## src/rtl/detector_jogada_if.sv

```systemverilog
// Play-detector bus: raw keys and enable in, conditioned play events out.
interface detector_jogada_if;
    logic       habilita;
    logic [3:0] chaves;
    logic [3:0] jogada;
    logic       tem_jogada;
    logic       jogada_invalida;
    logic       timeout;
    logic [2:0] db_estado;

    modport master (
        output habilita, chaves,
        input  jogada, tem_jogada, jogada_invalida, timeout, db_estado
    );

    modport slave (
        input  habilita, chaves,
        output jogada, tem_jogada, jogada_invalida, timeout, db_estado
    );
endinterface

```

## src/rtl/detector_jogada.sv

```systemverilog
// Input conditioning for the memory game: synchronizes and debounces the button
// vector, validates one-hot plays and times out waits with no accepted press.
module detector_jogada #(
    parameter int DEBOUNCE_CYCLES = 3,
    parameter int TIMEOUT_CYCLES  = 3000
) (
    input  logic             clock,
    input  logic             reset,
    detector_jogada_if.slave bus
);
    localparam int DW = $clog2(DEBOUNCE_CYCLES + 1);
    localparam int TW = $clog2(TIMEOUT_CYCLES + 1);

    localparam logic [DW-1:0] DB_MAX = DW'(DEBOUNCE_CYCLES);
    localparam logic [DW-1:0] DB_ONE = DW'(1);
    localparam logic [TW-1:0] TO_MAX = TW'(TIMEOUT_CYCLES);
    localparam logic [TW-1:0] TO_ONE = TW'(1);

    localparam logic [2:0] OCIOSO         = 3'd0;
    localparam logic [2:0] ESPERA         = 3'd1;
    localparam logic [2:0] FILTRA         = 3'd2;
    localparam logic [2:0] AGUARDA_SOLTAR = 3'd3;
    localparam logic [2:0] ESGOTADO       = 3'd4;

    logic [3:0]    s1, s2;
    logic [2:0]    estado, estado_n;
    logic [3:0]    cand, cand_n;
    logic [DW-1:0] cnt_db, cnt_db_n, db_inc;
    logic [TW-1:0] cnt_to, cnt_to_n, to_inc;
    logic [3:0]    jogada_r, jogada_n;
    logic          tem_r, tem_n;
    logic          inv_r, inv_n;
    logic          to_r, to_n;
    logic          accept;

    // Both counters saturate instead of wrapping
    assign db_inc = (cnt_db == DB_MAX) ? cnt_db : cnt_db + DB_ONE;
    assign to_inc = (cnt_to == TO_MAX) ? cnt_to : cnt_to + TO_ONE;

    always_comb begin
        estado_n = estado;
        cand_n   = cand;
        cnt_db_n = cnt_db;
        cnt_to_n = cnt_to;
        jogada_n = jogada_r;
        tem_n    = 1'b0;
        inv_n    = 1'b0;
        to_n     = 1'b0;
        accept   = 1'b0;

        case (estado)
            OCIOSO: begin
                if (bus.habilita) begin
                    estado_n = ESPERA;
                    cnt_to_n = '0;
                end
            end
            ESPERA: begin
                if (!bus.habilita) begin
                    estado_n = OCIOSO;
                end else begin
                    cnt_to_n = to_inc;
                    if (s2 != 4'b0000) begin
                        estado_n = FILTRA;
                        cand_n   = s2;
                        cnt_db_n = DB_ONE;
                        accept   = (DB_ONE >= DB_MAX);
                    end
                end
            end
            FILTRA: begin
                if (!bus.habilita) begin
                    estado_n = OCIOSO;
                end else begin
                    cnt_to_n = to_inc;
                    if (s2 == 4'b0000) begin
                        estado_n = ESPERA;
                    end else if (s2 != cand) begin
                        cand_n   = s2;
                        cnt_db_n = DB_ONE;
                        accept   = (DB_ONE >= DB_MAX);
                    end else begin
                        cnt_db_n = db_inc;
                        accept   = (db_inc >= DB_MAX);
                    end
                end
            end
            AGUARDA_SOLTAR: begin
                if (s2 != 4'b0000) begin
                    cnt_db_n = '0;
                end else if (db_inc >= DB_MAX) begin
                    cnt_db_n = '0;
                    if (bus.habilita) begin
                        estado_n = ESPERA;
                        cnt_to_n = '0;
                    end else begin
                        estado_n = OCIOSO;
                    end
                end else begin
                    cnt_db_n = db_inc;
                end
            end
            ESGOTADO: begin
                if (!bus.habilita) estado_n = OCIOSO;
            end
            default: estado_n = OCIOSO;
        endcase

        // Acceptance overrides a timeout expiring on the same edge
        if (accept) begin
            estado_n = AGUARDA_SOLTAR;
            cnt_db_n = '0;
            if ($onehot(cand_n)) begin
                jogada_n = cand_n;
                tem_n    = 1'b1;
            end else begin
                inv_n = 1'b1;
            end
        end else if (bus.habilita && (estado == ESPERA || estado == FILTRA) &&
                     to_inc >= TO_MAX) begin
            estado_n = ESGOTADO;
            to_n     = 1'b1;
        end
    end

    always_ff @(posedge clock or negedge reset) begin
        if (!reset) begin
            s1       <= '0;
            s2       <= '0;
            estado   <= OCIOSO;
            cand     <= '0;
            cnt_db   <= '0;
            cnt_to   <= '0;
            jogada_r <= '0;
            tem_r    <= 1'b0;
            inv_r    <= 1'b0;
            to_r     <= 1'b0;
        end else begin
            s1       <= bus.chaves;
            s2       <= s1;
            estado   <= estado_n;
            cand     <= cand_n;
            cnt_db   <= cnt_db_n;
            cnt_to   <= cnt_to_n;
            jogada_r <= jogada_n;
            tem_r    <= tem_n;
            inv_r    <= inv_n;
            to_r     <= to_n;
        end
    end

    assign bus.jogada          = jogada_r;
    assign bus.tem_jogada      = tem_r;
    assign bus.jogada_invalida = inv_r;
    assign bus.timeout         = to_r;
    assign bus.db_estado       = estado;
endmodule

```

## src/flat_wrapper.sv

```systemverilog
// flat-port wrapper written by rule: the top's interface ports become plain ports
module detector_jogada_flat 
#(
    parameter int DEBOUNCE_CYCLES = 3,
    parameter int TIMEOUT_CYCLES  = 3000
)
  (clock, reset, bus_habilita, bus_chaves, bus_jogada, bus_tem_jogada, bus_jogada_invalida, bus_timeout, bus_db_estado);
  detector_jogada_if bus_i ();
  input  logic clock;
  input  logic reset;
  input wire logic [$bits(bus_i.habilita)-1:0] bus_habilita;
  input wire logic [$bits(bus_i.chaves)-1:0] bus_chaves;
  output wire logic [$bits(bus_i.jogada)-1:0] bus_jogada;
  output wire logic [$bits(bus_i.tem_jogada)-1:0] bus_tem_jogada;
  output wire logic [$bits(bus_i.jogada_invalida)-1:0] bus_jogada_invalida;
  output wire logic [$bits(bus_i.timeout)-1:0] bus_timeout;
  output wire logic [$bits(bus_i.db_estado)-1:0] bus_db_estado;
  assign bus_i.habilita = bus_habilita;
  assign bus_i.chaves = bus_chaves;
  assign bus_jogada = bus_i.jogada;
  assign bus_tem_jogada = bus_i.tem_jogada;
  assign bus_jogada_invalida = bus_i.jogada_invalida;
  assign bus_timeout = bus_i.timeout;
  assign bus_db_estado = bus_i.db_estado;
  detector_jogada #(.DEBOUNCE_CYCLES(DEBOUNCE_CYCLES), .TIMEOUT_CYCLES(TIMEOUT_CYCLES)) u_core (.clock(clock), .reset(reset), .bus(bus_i));
endmodule
```

## config.mk

```make
export PLATFORM = sky130hd
export DESIGN_NAME = detector_jogada_flat
export DESIGN_NICKNAME = d
export VERILOG_FILES = /design/src/rtl/detector_jogada_if.sv /design/src/rtl/detector_jogada.sv /design/src/flat_wrapper.sv
export SDC_FILE = /design/constraint.sdc
export NUM_CORES = 1
export LEC_CHECK = 0
export BUFFER_PORTS_ARGS = -buffer_cell sky130_fd_sc_hd__buf_4
export CAP_MARGIN = 20
export CORE_MARGIN = 2
export CORE_UTILIZATION = 35
export CTS_BUF_LIST = sky130_fd_sc_hd__clkbuf_16
export DETAILED_ROUTE_END_ITERATION = 16
export PLACE_DENSITY = 0.59
export SKIP_CTS_REPAIR_TIMING = 1
export SLEW_MARGIN = 25
export SYNTH_ARGS = -nofsm -noshare
export SYNTH_HDL_FRONTEND = slang
export SYNTH_SLANG_ARGS = --single-unit
```

## constraint.sdc

```tcl
create_clock -name clock -period 7.05 [get_ports clock]
set_clock_uncertainty 0.2 [all_clocks]
set_input_delay 1.41 -clock clock [delete_from_list [all_inputs] [get_ports clock]]
set_output_delay 1.41 -clock clock [all_outputs]
set_load 0.01 [all_outputs]
```

==> results.tsv, run 1 <==
stage	metric	value	unit
finish	diodes	0	
clocking	cts_buffers	5	
drt	drcViolationCount	0	
timing	setup_slack	2.65	ns
drt	wl_per_cell	13.5	um
drt	drt_first_pass_iters	4	
worst_setup_path	endpoint_kind	flip-flop	
clocking	clock_path_buffers	2	
min_path	min_from	u_core.s1[0]$_DFF_PN0_	
power_and_ir_drop	power.density	375	nW/um^2
placed_design	gp_congestion	0.840	
timing	setup_viol	0	
worst_setup_path	r2r_start	u_core.bus.db_estado[2]$_DFFE_PN0P_	
timing	finalCriticalPeriod	4.40	ns
synth	synth_edf_count	0	
synth	synthAdderAreaFrac	4.11	%
drt	vias	1528	
grt	grt_overflow	0	
power_and_ir_drop	p_leak	1.03	nW
clocking	numClockSinks	36	
power_and_ir_drop	power	0.873	mW
finish	area_delta_synth_final	15.9	%
synth	synthFlopType	dfrtp_1	
placed_design	hpwl	2.80	mm
synth	netlist_instances	206	
placed_design	place_inst	282	
worst_setup_path	worstSetupStartpoint	bus_habilita	
worst_setup_path	worstPathArrival	4.36	ns
synth	syn_avg_cell_area	9.75	sq um
synth	yosys.area_share.simple	20.0	%
timing	drv_slew	0	
grt	use_met3	3.05	%
synth	async_flop_share	100	%
drt	vias_per_cell	5.27	
synth	syn-num-nets	219	
floorplanning	num_rows	27	
synth	synth_xor_area_share	3.49	%
grt	antenna_found_initial	0	
synth	synth-seq-cells	36	
worst_setup_path	critPathKind	primary input to flip-flop	
floorplanning	dieHeight	79.8	um
synth	synth_top_family_by_area	simple AND/OR/NAND/NOR gates	
grt	grt_pass1_vias	1452	
synth	ys_types	48	
finish	fin_nets	230	
timing	hold_viol	0	
grt	grt-busiest-layer	met2	
floorplanning	ios	17	
power_and_ir_drop	peakVddDrop	0.234	mV
run_status	status	completed	
synth	ys_seq_area_share	44.8	%
grt	grtUsageMet1	19.3	%
grt	track_usage	13.9	%
clocking	cts-root-buf	clkbuf_16	
timing	slew_headroom	55.4	%
worst_setup_path	path_max_fanout	11	
timing	fin_crit_sh	62.4	%
timing	max_freq	227	MHz
synth	synth-compound-area-share	17.6	%
drt	drt-total-wl	3.91	mm
floorplanning	die_area	6360	sq um
finish	fillers	568	
clocking	cts-htree-levels	2	
floorplanning	start_util	36.3	%
run	max-cap-violations	0	
worst_setup_path	startpoint_type	primary input	
finish	drive_gt1_share	18.8	%
placed_design	portBuffers	16	
worst_setup_path	crit_required	7.01	ns
drt	initialDrtViolationCount	76	
grt	grt_pass1_wl	6.87	mm
floorplanning	core	5540	sq um
grt	grt_max_degree	37	
finish	final_cell_count_no_fill	290	
clocking	cts_tree	built	
drt	antenna_left	0	
clocking	clk_pin_slew	0.05	ns
timing	worst_pin_slew	0.666	ns
grt	grt_util_met2	21.4	%
synth	yosysWarnings	0	
floorplanning	fp.dieW	79.8	um
synth	yosys-mux-area-fraction	5.17	%
clocking	insertion_delay	0.28	ns
timing	tns	0	ns
placed_design	place_ws	2.33	ns
min_path	hold_class	flip-flop to flip-flop	
timing	rsz0062_at_grt	false	
synth	netlist_area	2010	sq um
registers in the layout, summed over array words and instances (netlist names):
| register | cells |
|---|---|
| u_core.cnt_to | 12 |
| u_core.bus.jogada | 4 |
| u_core.cand | 4 |
| u_core.s1 | 4 |
| u_core.s2 | 4 |
| u_core.bus.db_estado | 3 |
| u_core.cnt_db | 2 |
| u_core.bus.jogada_invalida | 1 |
| u_core.bus.tem_jogada | 1 |
| u_core.bus.timeout | 1 |
layout make-up:
class                           count  area (sq um)  share of cell area [%]
Clock buffer                        5           125                    5.37
Clock inverter                      3          42.5                    1.83
Inverter                            9          36.3                    1.56
Multi-Input combinational cell    149          1010                    43.5
Sequential cell                    36           901                    38.7
Tap cell                           72          90.1                    3.87
Timing Repair Buffer               16           120                    5.16
stage by stage:
stage	hold WS, ns	util (%)	area, sq um
after global routing	0.157	42.0	2330
after detailed placement	0.136	39.0	2160
after floorplan	0.131	-	2010
final	0.146	42.0	2330
after CTS	0.149	42.0	2330
after global placement	0.132	39.0	2160
per-layer routing:
layer | vias to the layer above | wire length [um] | part of all wire [%]
li1 | 774 | - | -
met1 | 718 | 1940 | 50
met2 | 31 | 1760 | 45
met3 | 5 | 148 | 3.8
met4 | 0 | 55 | 1.4
met5 | - | 0 | 0
power by group:
part	internal [mW]	leakage [nW]	total, mW	switching [mW]
clock	0.166	0.0798	0.248	0.0822
combinational	0.142	0.482	0.324	0.182
sequential	0.246	0.464	0.301	0.0551
layout by cell type, fill, tap and decap left out, drive strengths merged, types with 4 or more instances in the layout:
cell type / synthesis / routed
xnor2: 5 / 5
inv: 9 / 9
nand4: 4 / 4
mux2: 7 / 7
nand3: 12 / 12
o31ai: 4 / 4
ha: 5 / 5
dfrtp: 36 / 36
nand2: 14 / 14
clkbuf: 6 / 5
buf: 6 / 16
o21ai: 16 / 16
a21oi: 10 / 10
a31oi: 4 / 4
a22o: 4 / 4
nor3: 8 / 8
nor2: 13 / 13
final timing paths:
check,endpoint,slack [ns],depth (start not counted)
max,u_core.bus.jogada[3]$_DFFE_PN0P_,2.65,12
min,u_core.s2[0]$_DFF_PN0_,0.15,0
max reg2reg,u_core.bus.jogada[3]$_DFFE_PN0P_,3.20,11
min reg2reg,u_core.s2[0]$_DFF_PN0_,0.15,0
max in group asynchronous,u_core.s1[2]$_DFF_PN0_,5.44,1
min in group asynchronous,u_core.cnt_to[3]$_DFFE_PN0P_,0.89,1
kinds of logic (layout without fill, tap and decap cells):
logic type | count (synthesis) | after routing
and+or+nand+nor | 73 | 73
adders and majority gates | 6 | 6
DFF | 36 | 36
buffers and inverters | 21 | 33
AOI/OAI and AO/OA | 54 | 54
xor gates and xnor gates | 8 | 8
muxes | 8 | 8
synthesized netlist by cell type (all sizes together), types with 2 or more instances:
cell    number  share of area (%)
dfrtp       36                 45
o21ai       16                4.0
nand2       14                2.6
nor2        13                3.2
nand3       12                3.0
a21oi       10                2.5
inv          9                1.8
nor3         8                2.0
mux2         7                4.7
buf          6                1.8
clkbuf       6                1.1
ha           5                3.1
xnor2        5                2.2
a22o         4                1.7
a31oi        4                1.2
nand4        4                1.2
o31ai        4                1.5
a211oi       3                1.4
a21o         3                1.1
nor4         3               0.93
o41ai        3                1.3
or2          3               0.93
xor2         3                1.3
a31o         2               0.87
and2         2               0.62
and3         2               0.62
nand2b       2               0.62
nand3b       2               0.75
nor2b        2               0.62
or4          2               0.93
critical path, cell delays in order:
cell and delay, ns:
buf_4 0.13, nand2b_1 0.10, nor2_1 0.53, nand2_1 0.23
mux2_2 0.34, ha_1 0.29, ha_1 0.14, inv_1 0.05
fa_1 0.47, nand3_1 0.18, nor2_8 0.18, mux2_4 0.31
(Power assumes the default switching activity.)
==> run 2: changes to the inputs <==
PLACE_DENSITY = 0.61   (was 0.59)
clock period = 3.95 ns   (was 7.05 ns; I/O delays follow)
==> run 2 against run 1 <==
  * Critical path depth is 2 lower
  * Global-route usage grew 0.58 points
  * Sequential cell count unchanged
  * First-iteration DRC count is 1.3% higher
  * Final area increased by 0.65%
  * Largest cell class unchanged
  * Worst setup slack got worse by 2.4 ns
  * Routed wire length up 4.0%
==> results.tsv, run 2 (synthesis results as in run 1) <==
stage	metric	value	unit
run_status	status	completed	
power_and_ir_drop	p_leak	1.04	nW
grt	grt_max_degree	37	
run	max-cap-violations	0	
worst_setup_path	startpoint_type	flip-flop	
power_and_ir_drop	internal_power	1.01	mW
min_path	hold_class	flip-flop to flip-flop	
worst_setup_path	slowest_stage	or4_1	
finish	top_register	u_core.cnt_to	
drt	drt_first_pass_iters	4	
timing	hold_viol	0	
timing	setup_viol	0	
grt	grt_pass1_vias	1533	
worst_setup_path	critPathKind	flip-flop to flip-flop	
power_and_ir_drop	switching_share	37.2	%
drt	vias_per_cell	5.32	
worst_setup_path	path_common_cell	ha_1	
finish	layout_commonest_cell	dfrtp_1	
timing	max_freq	273	MHz
clocking	insertion_delay	0.28	ns
finish	drive_gt1_share	19.5	%
floorplanning	start_util	36.3	%
grt	grt_pass1_wl	7.31	mm
worst_setup_path	crit_required	3.91	ns
clocking	numClockSinks	36	
timing	slew_headroom	61.1	%
finish	diodes	0	
floorplanning	fp.dieW	79.8	um
timing	finalCriticalPeriod	3.66	ns
grt	grt_overflow	0	
drt	drcViolationCount	0	
drt	wl_per_cell	13.9	um
power_and_ir_drop	power.density	684	nW/um^2
floorplanning	core	5540	sq um
floorplanning	die_area	6360	sq um
drt	drt-total-wl	4.06	mm
power_and_ir_drop	switchingPower	0.596	mW
finish	largest_register_ffs	12	
timing	fin_crit_sh	92.6	%
timing	tns	0	ns
worst_setup_path	path_buf_inv	1	
drt	vias	1552	
worst_setup_path	crit_family	simple AND/OR/NAND/NOR gates	
clocking	cts-root-buf	clkbuf_16	
power_and_ir_drop	peakVddDrop	0.303	mV
clocking	cts_buffers	5	
grt	antenna_found_initial	0	
timing	drv_slew	0	
clocking	cts-htree-levels	2	
finish	area_delta_synth_final	16.6	%
floorplanning	dieHeight	79.8	um
worst_setup_path	worstPathArrival	3.62	ns
power_and_ir_drop	p_seq_share	32.8	%
placed_design	gp_congestion	0.851	
drt	antenna_left	0	
timing	worst_pin_slew	0.578	ns
drt	initialDrtViolationCount	77	
placed_design	hpwl	2.89	mm
worst_setup_path	crit_chain	or4_1 -> nand2_1 -> mux2_2 -> ha_1 -> ha_1 -> inv_1 -> fa_1 -> nand3_1 -> nor2_8 -> mux2_4	
finish	fin_nets	232	
clocking	clk_pin_slew	0.05	ns
placed_design	portBuffers	16	
clocking	cts_tree	built	
power_and_ir_drop	p_clk_share	27.5	%
floorplanning	num_rows	27	
floorplanning	ios	17	
grt	track_usage	14.5	%
clocking	clock_path_buffers	2	
timing	rsz0062_at_grt	false	
worst_setup_path	endpoint_kind	flip-flop	
finish	mostFrequentLayoutCells	36 x dfrtp_1, 18 x buf_4, 14 x nand2_1, 14 x o21ai_0	
power_and_ir_drop	pwr-share-comb	39.7	%
worst_setup_path	path_max_fanout	8	
power_and_ir_drop	power	1.60	mW
worst_setup_path	slowest_delay	0.69	ns
[run 2: cell count changes in the layout (fill, tap and decap cells not counted)]
| cell | change |
|---|---|
| buf_4 | +2 |
[run 2: power by group through the flow]
stage          logic, mW  clock network [mW]  registers (mW)
2_1_floorplan      0.511                   0           0.495
3_3_place_gp       0.615                   0           0.531
3_5_place_dp       0.638                   0           0.530
4_1_cts            0.640               0.453           0.526
5_1_grt            0.733               0.471           0.542
6_report           0.636               0.442           0.526
[run 2: cell type report]
type | count | area (sq um)
timing repair buffer | 18 | 135
clock inverter | 3 | 42.5
sequential | 36 | 901
fill | 560 | 3200
tap | 72 | 90.1
clock buffer | 5 | 125
inverter | 9 | 36.3
multi-input combinational | 149 | 1010
[run 2: layer usage]
metal / wire [um] / track usage, %
met2: 1920 / 23.0
met3: 168 / 3.73
met1: 1970 / 19.7
met4: 12 / 3.73
met5: 0 / 0
[run 2: path summary, 6_finish.rpt]
kind | from | to | slack (ns) | cells after the start
worst max-delay path | u_core.s2[1]$_DFF_PN0_ | u_core.bus.jogada[1]$_DFFE_PN0P_ | 0.29 | 10
worst min-delay path | u_core.s1[0]$_DFF_PN0_ | u_core.s2[0]$_DFF_PN0_ | 0.15 | 0
worst max register to register | u_core.s2[1]$_DFF_PN0_ | u_core.bus.jogada[1]$_DFFE_PN0P_ | 0.29 | 10
worst min register to register | u_core.s1[0]$_DFF_PN0_ | u_core.s2[0]$_DFF_PN0_ | 0.15 | 0
max in group asynchronous | reset | u_core.cnt_db[0]$_DFFE_PN0P_ | 2.97 | 1
min in group asynchronous | reset | u_core.cnt_to[8]$_DFFE_PN0P_ | 0.26 | 1
[run 2: through the flow]
step                      instances  hold slack [ns]  instance area [sq um]  worst slack (ns)  utilization [%]
after global placement          284            0.135                   2180             0.389             39.3
after CTS                       292            0.148                   2340             0.281             42.3
final                           292            0.146                   2340             0.292             42.3
after global routing            292            0.156                   2340             0.107             42.3
after floorplan                 206            0.131                   2010             0.429                -
after detailed placement        284            0.135                   2180             0.264             39.3
